$ cat config.mk
export PLATFORM = sky130hd
export DESIGN_NAME = serial_subtractor_flat
export DESIGN_NICKNAME = d
export VERILOG_FILES = /design/src/rtl/serial_subtractor_if.sv /design/src/rtl/serial_subtractor.sv /design/src/flat_wrapper.sv
export SDC_FILE = /design/constraint.sdc
export NUM_CORES = 1
export LEC_CHECK = 0
export CAP_MARGIN = 10
export CORE_MARGIN = 3
export CORE_UTILIZATION = 45
export DETAILED_ROUTE_END_ITERATION = 6
export PLACE_DENSITY = 0.81
export SKIP_LAST_GASP = 1
export SLEW_MARGIN = 10
export SYNTH_ARGS = -nofsm -noshare
export SYNTH_HDL_FRONTEND = slang
export SYNTH_SLANG_ARGS = --single-unit
$ cat constraint.sdc
create_clock -name clk_i -period 2.1 [get_ports clk_i]
set_clock_uncertainty 0.2 [all_clocks]
set_input_delay 0.315 -clock clk_i [delete_from_list [all_inputs] [get_ports clk_i]]
set_output_delay 0.315 -clock clk_i [all_outputs]
set_load 0.02 [all_outputs]
$ cat src/rtl/serial_subtractor_if.sv
// Start/done handshake and result bus for the bit-serial subtractor.
// The master drives the operands and start; the slave returns the difference and flags.
interface serial_subtractor_if #(
    parameter int WIDTH = 64
);
    logic             start;
    logic [WIDTH-1:0] A;
    logic [WIDTH-1:0] B;
    logic             busy;
    logic             done;
    logic [WIDTH-1:0] diff;
    logic             negative;
    logic             zero;
    logic             overflow;
    logic             carry;

    modport master (
        output start, A, B,
        input  busy, done, diff, negative, zero, overflow, carry
    );

    modport slave (
        input  start, A, B,
        output busy, done, diff, negative, zero, overflow, carry
    );
endinterface

$ cat src/rtl/serial_subtractor.sv
// Bit-serial A - B: one full-adder cell per clock with B inverted, LSB first.
// The final bit's edge loads the difference and the N/Z/V/C flags and pulses done.
module serial_subtractor #(
    parameter int WIDTH = 64
) (
    input  logic                 clk_i,
    input  logic                 reset_i,
    serial_subtractor_if.slave   bus
);
    localparam int CW = (WIDTH > 1) ? $clog2(WIDTH) : 1;
    localparam logic [CW-1:0] LAST = CW'(WIDTH - 1);

    typedef enum logic {IDLE, RUN} state_t;

    state_t           state_q;
    logic [WIDTH-1:0] a_sh_q;
    logic [WIDTH-1:0] b_sh_q;
    logic [WIDTH-1:0] r_q;
    logic             c_q;
    logic [CW-1:0]    cnt_q;
    logic [WIDTH-1:0] diff_q;
    logic             negative_q;
    logic             zero_q;
    logic             overflow_q;
    logic             carry_q;
    logic             done_q;

    logic             nb;
    logic             prop;
    logic             sum_d;
    logic             c_d;
    logic [WIDTH-1:0] result_d;

    // One full-adder slice; c_q holds the carry into the current bit.
    assign nb       = ~b_sh_q[0];
    assign prop     = a_sh_q[0] ^ nb;
    assign sum_d    = prop ^ c_q;
    assign c_d      = (a_sh_q[0] & nb) | (c_q & prop);
    assign result_d = {sum_d, r_q[WIDTH-1:1]};

    always_ff @(posedge clk_i) begin
        if (reset_i) begin
            state_q    <= IDLE;
            a_sh_q     <= '0;
            b_sh_q     <= '0;
            r_q        <= '0;
            c_q        <= 1'b0;
            cnt_q      <= '0;
            diff_q     <= '0;
            negative_q <= 1'b0;
            zero_q     <= 1'b0;
            overflow_q <= 1'b0;
            carry_q    <= 1'b0;
            done_q     <= 1'b0;
        end else begin
            done_q <= 1'b0;
            case (state_q)
                IDLE: begin
                    if (bus.start) begin
                        a_sh_q  <= bus.A;
                        b_sh_q  <= bus.B;
                        c_q     <= 1'b1;
                        cnt_q   <= '0;
                        state_q <= RUN;
                    end
                end
                RUN: begin
                    a_sh_q <= a_sh_q >> 1;
                    b_sh_q <= b_sh_q >> 1;
                    r_q    <= result_d;
                    c_q    <= c_d;
                    cnt_q  <= cnt_q + CW'(1);
                    if (cnt_q == LAST) begin
                        // c_q here is still the carry into the MSB.
                        diff_q     <= result_d;
                        carry_q    <= c_d;
                        overflow_q <= c_q ^ c_d;
                        negative_q <= sum_d;
                        zero_q     <= (result_d == '0);
                        done_q     <= 1'b1;
                        state_q    <= IDLE;
                    end
                end
                default: state_q <= IDLE;
            endcase
        end
    end

    assign bus.busy     = (state_q == RUN);
    assign bus.done     = done_q;
    assign bus.diff     = diff_q;
    assign bus.negative = negative_q;
    assign bus.zero     = zero_q;
    assign bus.overflow = overflow_q;
    assign bus.carry    = carry_q;
endmodule

$ cat src/flat_wrapper.sv
// flat-port wrapper written by rule: the top's interface ports become plain ports
module serial_subtractor_flat 
#(
    parameter int WIDTH = 64
)
  (clk_i, reset_i, bus_start, bus_A, bus_B, bus_busy, bus_done, bus_diff, bus_negative, bus_zero, bus_overflow, bus_carry);
  serial_subtractor_if #(.WIDTH(WIDTH)) bus_i ();
  input  logic clk_i;
  input  logic reset_i;
  input wire logic [$bits(bus_i.start)-1:0] bus_start;
  input wire logic [$bits(bus_i.A)-1:0] bus_A;
  input wire logic [$bits(bus_i.B)-1:0] bus_B;
  output wire logic [$bits(bus_i.busy)-1:0] bus_busy;
  output wire logic [$bits(bus_i.done)-1:0] bus_done;
  output wire logic [$bits(bus_i.diff)-1:0] bus_diff;
  output wire logic [$bits(bus_i.negative)-1:0] bus_negative;
  output wire logic [$bits(bus_i.zero)-1:0] bus_zero;
  output wire logic [$bits(bus_i.overflow)-1:0] bus_overflow;
  output wire logic [$bits(bus_i.carry)-1:0] bus_carry;
  assign bus_i.start = bus_start;
  assign bus_i.A = bus_A;
  assign bus_i.B = bus_B;
  assign bus_busy = bus_i.busy;
  assign bus_done = bus_i.done;
  assign bus_diff = bus_i.diff;
  assign bus_negative = bus_i.negative;
  assign bus_zero = bus_i.zero;
  assign bus_overflow = bus_i.overflow;
  assign bus_carry = bus_i.carry;
  serial_subtractor #(.WIDTH(WIDTH)) u_core (.clk_i(clk_i), .reset_i(reset_i), .bus(bus_i));
endmodule
# After elaboration in Yosys (flattened, before gate mapping)
# Cells that the tools add are included.
# totals
register_bits,269
input_bits,131
out_inout_bits,70
wordCells,38
# classes
bitwise_logic,8
eq_ne,2
muxes,12
add_sub_neg,1
reduce_logical,3
# op_table
operator,count
$pmux 64 s2,2
$mux 64,2
$logic_not 64->1,1
$pmux 6 s2,1
$add 6x1->6 const B,1
$eq 6x6->1 const B,1
$mux 6,1
$mux 1,4
$pmux 1 s2,2
$xor 1x1->1,3
$and 1x1->1,2
$ne 2x2->1 const B,1
$not 1->1,2
$reduce_and 2->1,1
$reduce_or 2->1,1
$or 1x1->1,1

# Depth between registers and ports, before layout
# logic_depth
ltp_word,5
depth_mapped,7
depth_no_buf,6

# Worst setup path before layout
# No wires, ideal clock.
# synth_timing
kind,reg2reg
from,reg u_core.c_q
to,"reg u_core.zero_q, in the netlist u_core.bus.zero"
path_slack_ps,253
stages_incl_launch_ff,7
required_time_ps,1841
arrival_time_ps,1588
n_path_buf,0
setup_ps,59
period_less_slack_ps,1847
cell_sequence,dfxtp_1 -> inv_1 -> fa_1 -> nor4b_1 -> nand4_1 -> nor4_1 -> a22o_1
# synth_via
elab_chain_cells,2
# synth_lines
item,line_no,rtl
start: declaration,serial_subtractor.sv:19,logic c_q;
start signal: assignment,serial_subtractor.sv:47,c_q <= 1'b0;
start signal: assignment,serial_subtractor.sv:62,c_q <= 1'b1;
start signal: assignment,serial_subtractor.sv:71,c_q <= c_d;
$xor 1x1->1,serial_subtractor.sv:37,assign sum_d = prop ^ c_q;
$logic_not 64->1,serial_subtractor.sv:79,zero_q <= (result_d == '0);
end signal: assignment,serial_subtractor.sv:79,
end: declaration,serial_subtractor.sv:23,logic zero_q;
# Every way passes these cells.
# A chain may end at the register's enable or synchronous reset.

# Final worst setup path
# layout_timing
from,"reg u_core.diff_q[5], in the netlist u_core.bus.diff[5]"
to,out bus_diff[5]
# layout_rtl
item,line_no,rtl
start: declaration,serial_subtractor.sv:21,logic [WIDTH-1:0] diff_q;
start signal: assignment,serial_subtractor.sv:75,diff_q <= result_d;
end: declaration,flat_wrapper.sv:15,output wire logic [$bits(bus_i.diff)-1:0] bus_diff;
# No word-level cell between the ends.

==> metrics.md <==
| Metric | Value |
|---|---|
| Run status | completed |
| Setup TNS | 0 ns |
| Initial core utilization | 0.459 |
| Met2 WL | 11700 microns |
| Die span in x | 161 microns |
| Vias in the first global route | about 8500 |
| Clock Pin Slew Worst Setup and Hold Paths | 0.06 ns |
| R2r worst-path depth | 6 |
| First drt pass iteration count | 5 |
| Share of the synthesized area in the top cell type | 0.495 |
| Count leader, synth | nor2_1 |
| Via count | about 8800 |
| Post-synth top area cell | dfxtp_1 |
| Clk_lat worst skew | 0.52 ns |
| Drt via density | ~5.0 |
| Synth warn | 0 |
| Iteration-0 DRC Markers | ~560 |
| DR WL met3 | 1560 microns |
| Synth Flop Type | dfxtp_1 |
| Layout overhead on the synthesized area | 29.6% |
| Mapped Nets | ~1400 |
| Postcts setup bufs | 0 |
| Mapped Area | around 11000 sq um |
| Most instantiated cells after synthesis | nor2_1, dfxtp_1, a21oi_1, mux2i_1, nand2_1 |
| Max-slew violation count | 0 |
| Critical Path RT | 1.58 ns |
| Mean Syn Cell Area | 8.60 sq um |
| RR Startpoint | u_core.c_q$_SDFFE_PP0P_ |
| Startpoint types | flip-flop |
| Peak Freq | 489 MHz |
| PortBufs | 200 |
| Slew @ Worst Pin | around 0.63 ns |
| Lkg Pwr | ~0.0056 uW |
| Antenna viol nets, final | 0 |
| Cells along the critical path | clkdlybuf4s50_1 |
| Clk sink count | 267 |
| Critical Path AT | around 1.5 ns |
| Layout cell share with drive strength beyond 1 | 0.0509 |
| Max capacitance violation total | 0 |
| Wl on met1 | around 11000 microns |
| Hold path cells | 3 |
| CP peak stage delay | ~0.63 ns |
| Hold Crit Start | bus_start |
| H-Tree Depth | 1 |
| RSZ-0062 raised after global routing | true |
| EDFF count, synth | 0 |
| Initial antenna violation count | 2 |
| Final hold vios | 0 |
| CP Capture Type | output pin |
| WP depth | 1 |
| Min cycle time layout | between 2 and 2.5 ns |
| WP buf/inv | 1 |
| Final #Nets | 1546 |
| Critical path's top delay family | buffers and inverters |
| # DRC | 0 |
| IR Drop Worst-Case VDD | slightly above 500 uV |
| DR top layer | met5 |
| Site Rows | 56 |
| Dpl hpwl | 16500 microns |
| Dpl ws | between 0.08 and 0.09 ns |
| Setup WS post-layout | 0.0537 ns |
| Critical Path Fanout Max | 2 |
| Remaining global-route overflow | 0 |
| CTS tree | yes |
| Seq cells post-synth | 267 |
| Die area | around 26000 sq um |
| Fin crit share | 0.974 |
| Seq/Total Area, Yosys | 0.495 |
| ANT cells | 0 |
| Worst min path class | in -> reg |
| CTS Buf Count | 28 |
| Critical path type | reg -> out |
| Slew headroom | 0.578 |
| Worst setup startpoint | u_core.bus.diff[5]$_SDFFE_PP0P_ |
| Post-synth ARST share | 0 |
| Die Y | 161 microns |
| Area after DPL | 13100 sq um |
| Core footprint | 23500 sq um |
| Clock Path Buffers | 3 |
| Clock Tree Root | clkbuf_16 |
| Endpoints failing setup | 0 |
| Routed WL | 25200 microns |
| Area contributors post-synth | dfxtp_1, mux2i_1, nor2_1, a21oi_1, nand2_1 |
| Synth cell types | 29 |
| # IOs | 201 |
| First-pass GRT wire length | 41900 microns |
| GPL Wtd Cong | 0.779 |
| Slowest cell on crit path | clkdlybuf4s50_1 |
| Pin count of the biggest net entering global routing | 101 |
| Design area | 14000 sq um |
| DR WL/cell | 14.4 microns |
| Power density cells | 800 nW/um^2 |
| GRT Total Usage | 0.191 |
| Synth Instances | between 1000 and 1500 |
## cell families after synthesis
group	Yosys count	synth area share
and+or+nand+nor	489	0.179
DFF	267	0.495
AOI/OAI and AO/OA	203	0.0960
muxes	190	0.176
buffers and inverters	101	0.0475
xor gates and xnor gates	4	0.00325
adders and majority gates	2	0.00301
## path summary, 6_finish.rpt
| check | end | slack [ns] |
|---|---|---|
| max | bus_diff[5] | 0.05 |
| min | u_core.a_sh_q[63]$_SDFFE_PP0P_ | 0.06 |
| max reg2reg | u_core.bus.zero$_SDFFE_PP0P_ | 0.06 |
| min reg2reg | u_core.bus.diff[58]$_SDFFE_PP0P_ | 0.26 |
## metrics by stage
stage / power, uW / util / hold WS, ns / std cells
after CTS: 11300 / 0.594 / 0.0265 / 1752
after global routing: 11700 / 0.594 / 0.0897 / 1752
after floorplan: 6110 / - / 0.244 / 1256
final: 11200 / 0.594 / 0.0605 / 1752
after global placement: 6500 / 0.555 / 0.244 / 1701
after detailed placement: 6520 / 0.555 / 0.249 / 1701
## timing repair
action / 4_1_cts / 5_1_grt
hold buffers: 1 / 0
setup endpoints to repair: 1 / 3
gates resized for setup: 1 / 2
gates cloned: 0 / 0
hold endpoints to repair: 24 / 0
## placed cells by master, fill, tap and decap left out, types with 2 or more instances in the layout
cell type        netlist  layout
nand3_1                2       2
nand2_1              129     129
clkdlybuf4s50_1        0     196
a21oi_1              196     196
buf_4                 14       8
nor4_1                16      15
mux2i_1              190     190
dfxtp_1              267     266
a211oi_1               4       4
nand4_1                5       5
clkbuf_16              0      29
buf_12                 0      15
inv_1                  4       4
nor2_1               323     323
xnor2_1                3       3
clkbuf_1              33       8
clkinv_2               0       5
nor3b_1                4       4
clkbuf_8               0       7
nor3_1                 4       4
## routing by layer
metal / track usage / up-vias
li1: - / 4516
met1: 0.251 / 4052
met2: 0.323 / 216
met3: 0.0441 / 42
met4: 0.0418 / 4
met5: 0 / -
## where the power goes
| part | switching [uW] | total [uW] | internal [uW] | leakage [uW] |
|---|---|---|---|---|
| clock | 1920 | 4780 | 2860 | 0.000448 |
| combinational | 533 | 1100 | 567 | 0.00298 |
| sequential | 89.3 | 5320 | 5230 | 0.00217 |
| total | 2550 | 11200 | 8650 | 0.00560 |
## state kept, by name, summed over array words and instances (netlist names)
name	count
u_core.b_sh_q	64
u_core.r_q	63
u_core.bus.zero	1
u_core.cnt_q	6
u_core.bus.done	1
u_core.bus.busy	1
u_core.bus.diff	63
u_core.bus.negative	1
u_core.c_q	1
u_core.a_sh_q	64
u_core.bus.overflow	1
u_core.bus.carry	1
## area by class of cell
cell class / count / area [sq um]
Fill cell: 2033 / 9550
Sequential cell: 267 / 5350
Multi-Input combinational cell: 888 / 4950
Timing Repair Buffer: 224 / 2380
Clock buffer: 43 / 838
Tap cell: 319 / 399
Clock inverter: 7 / 63.8
Inverter: 4 / 15.0
## worst reg2reg max path, stage by stage (launching register included)
cell	delay, ns
dfxtp_1	0.37
inv_1	0.08
fa_1	0.60
nor4b_1	0.26
nand4_1	0.16
nor4_2	0.18
a22o_1	0.15
No activity file was read; power rests on OpenSTA's default activity.
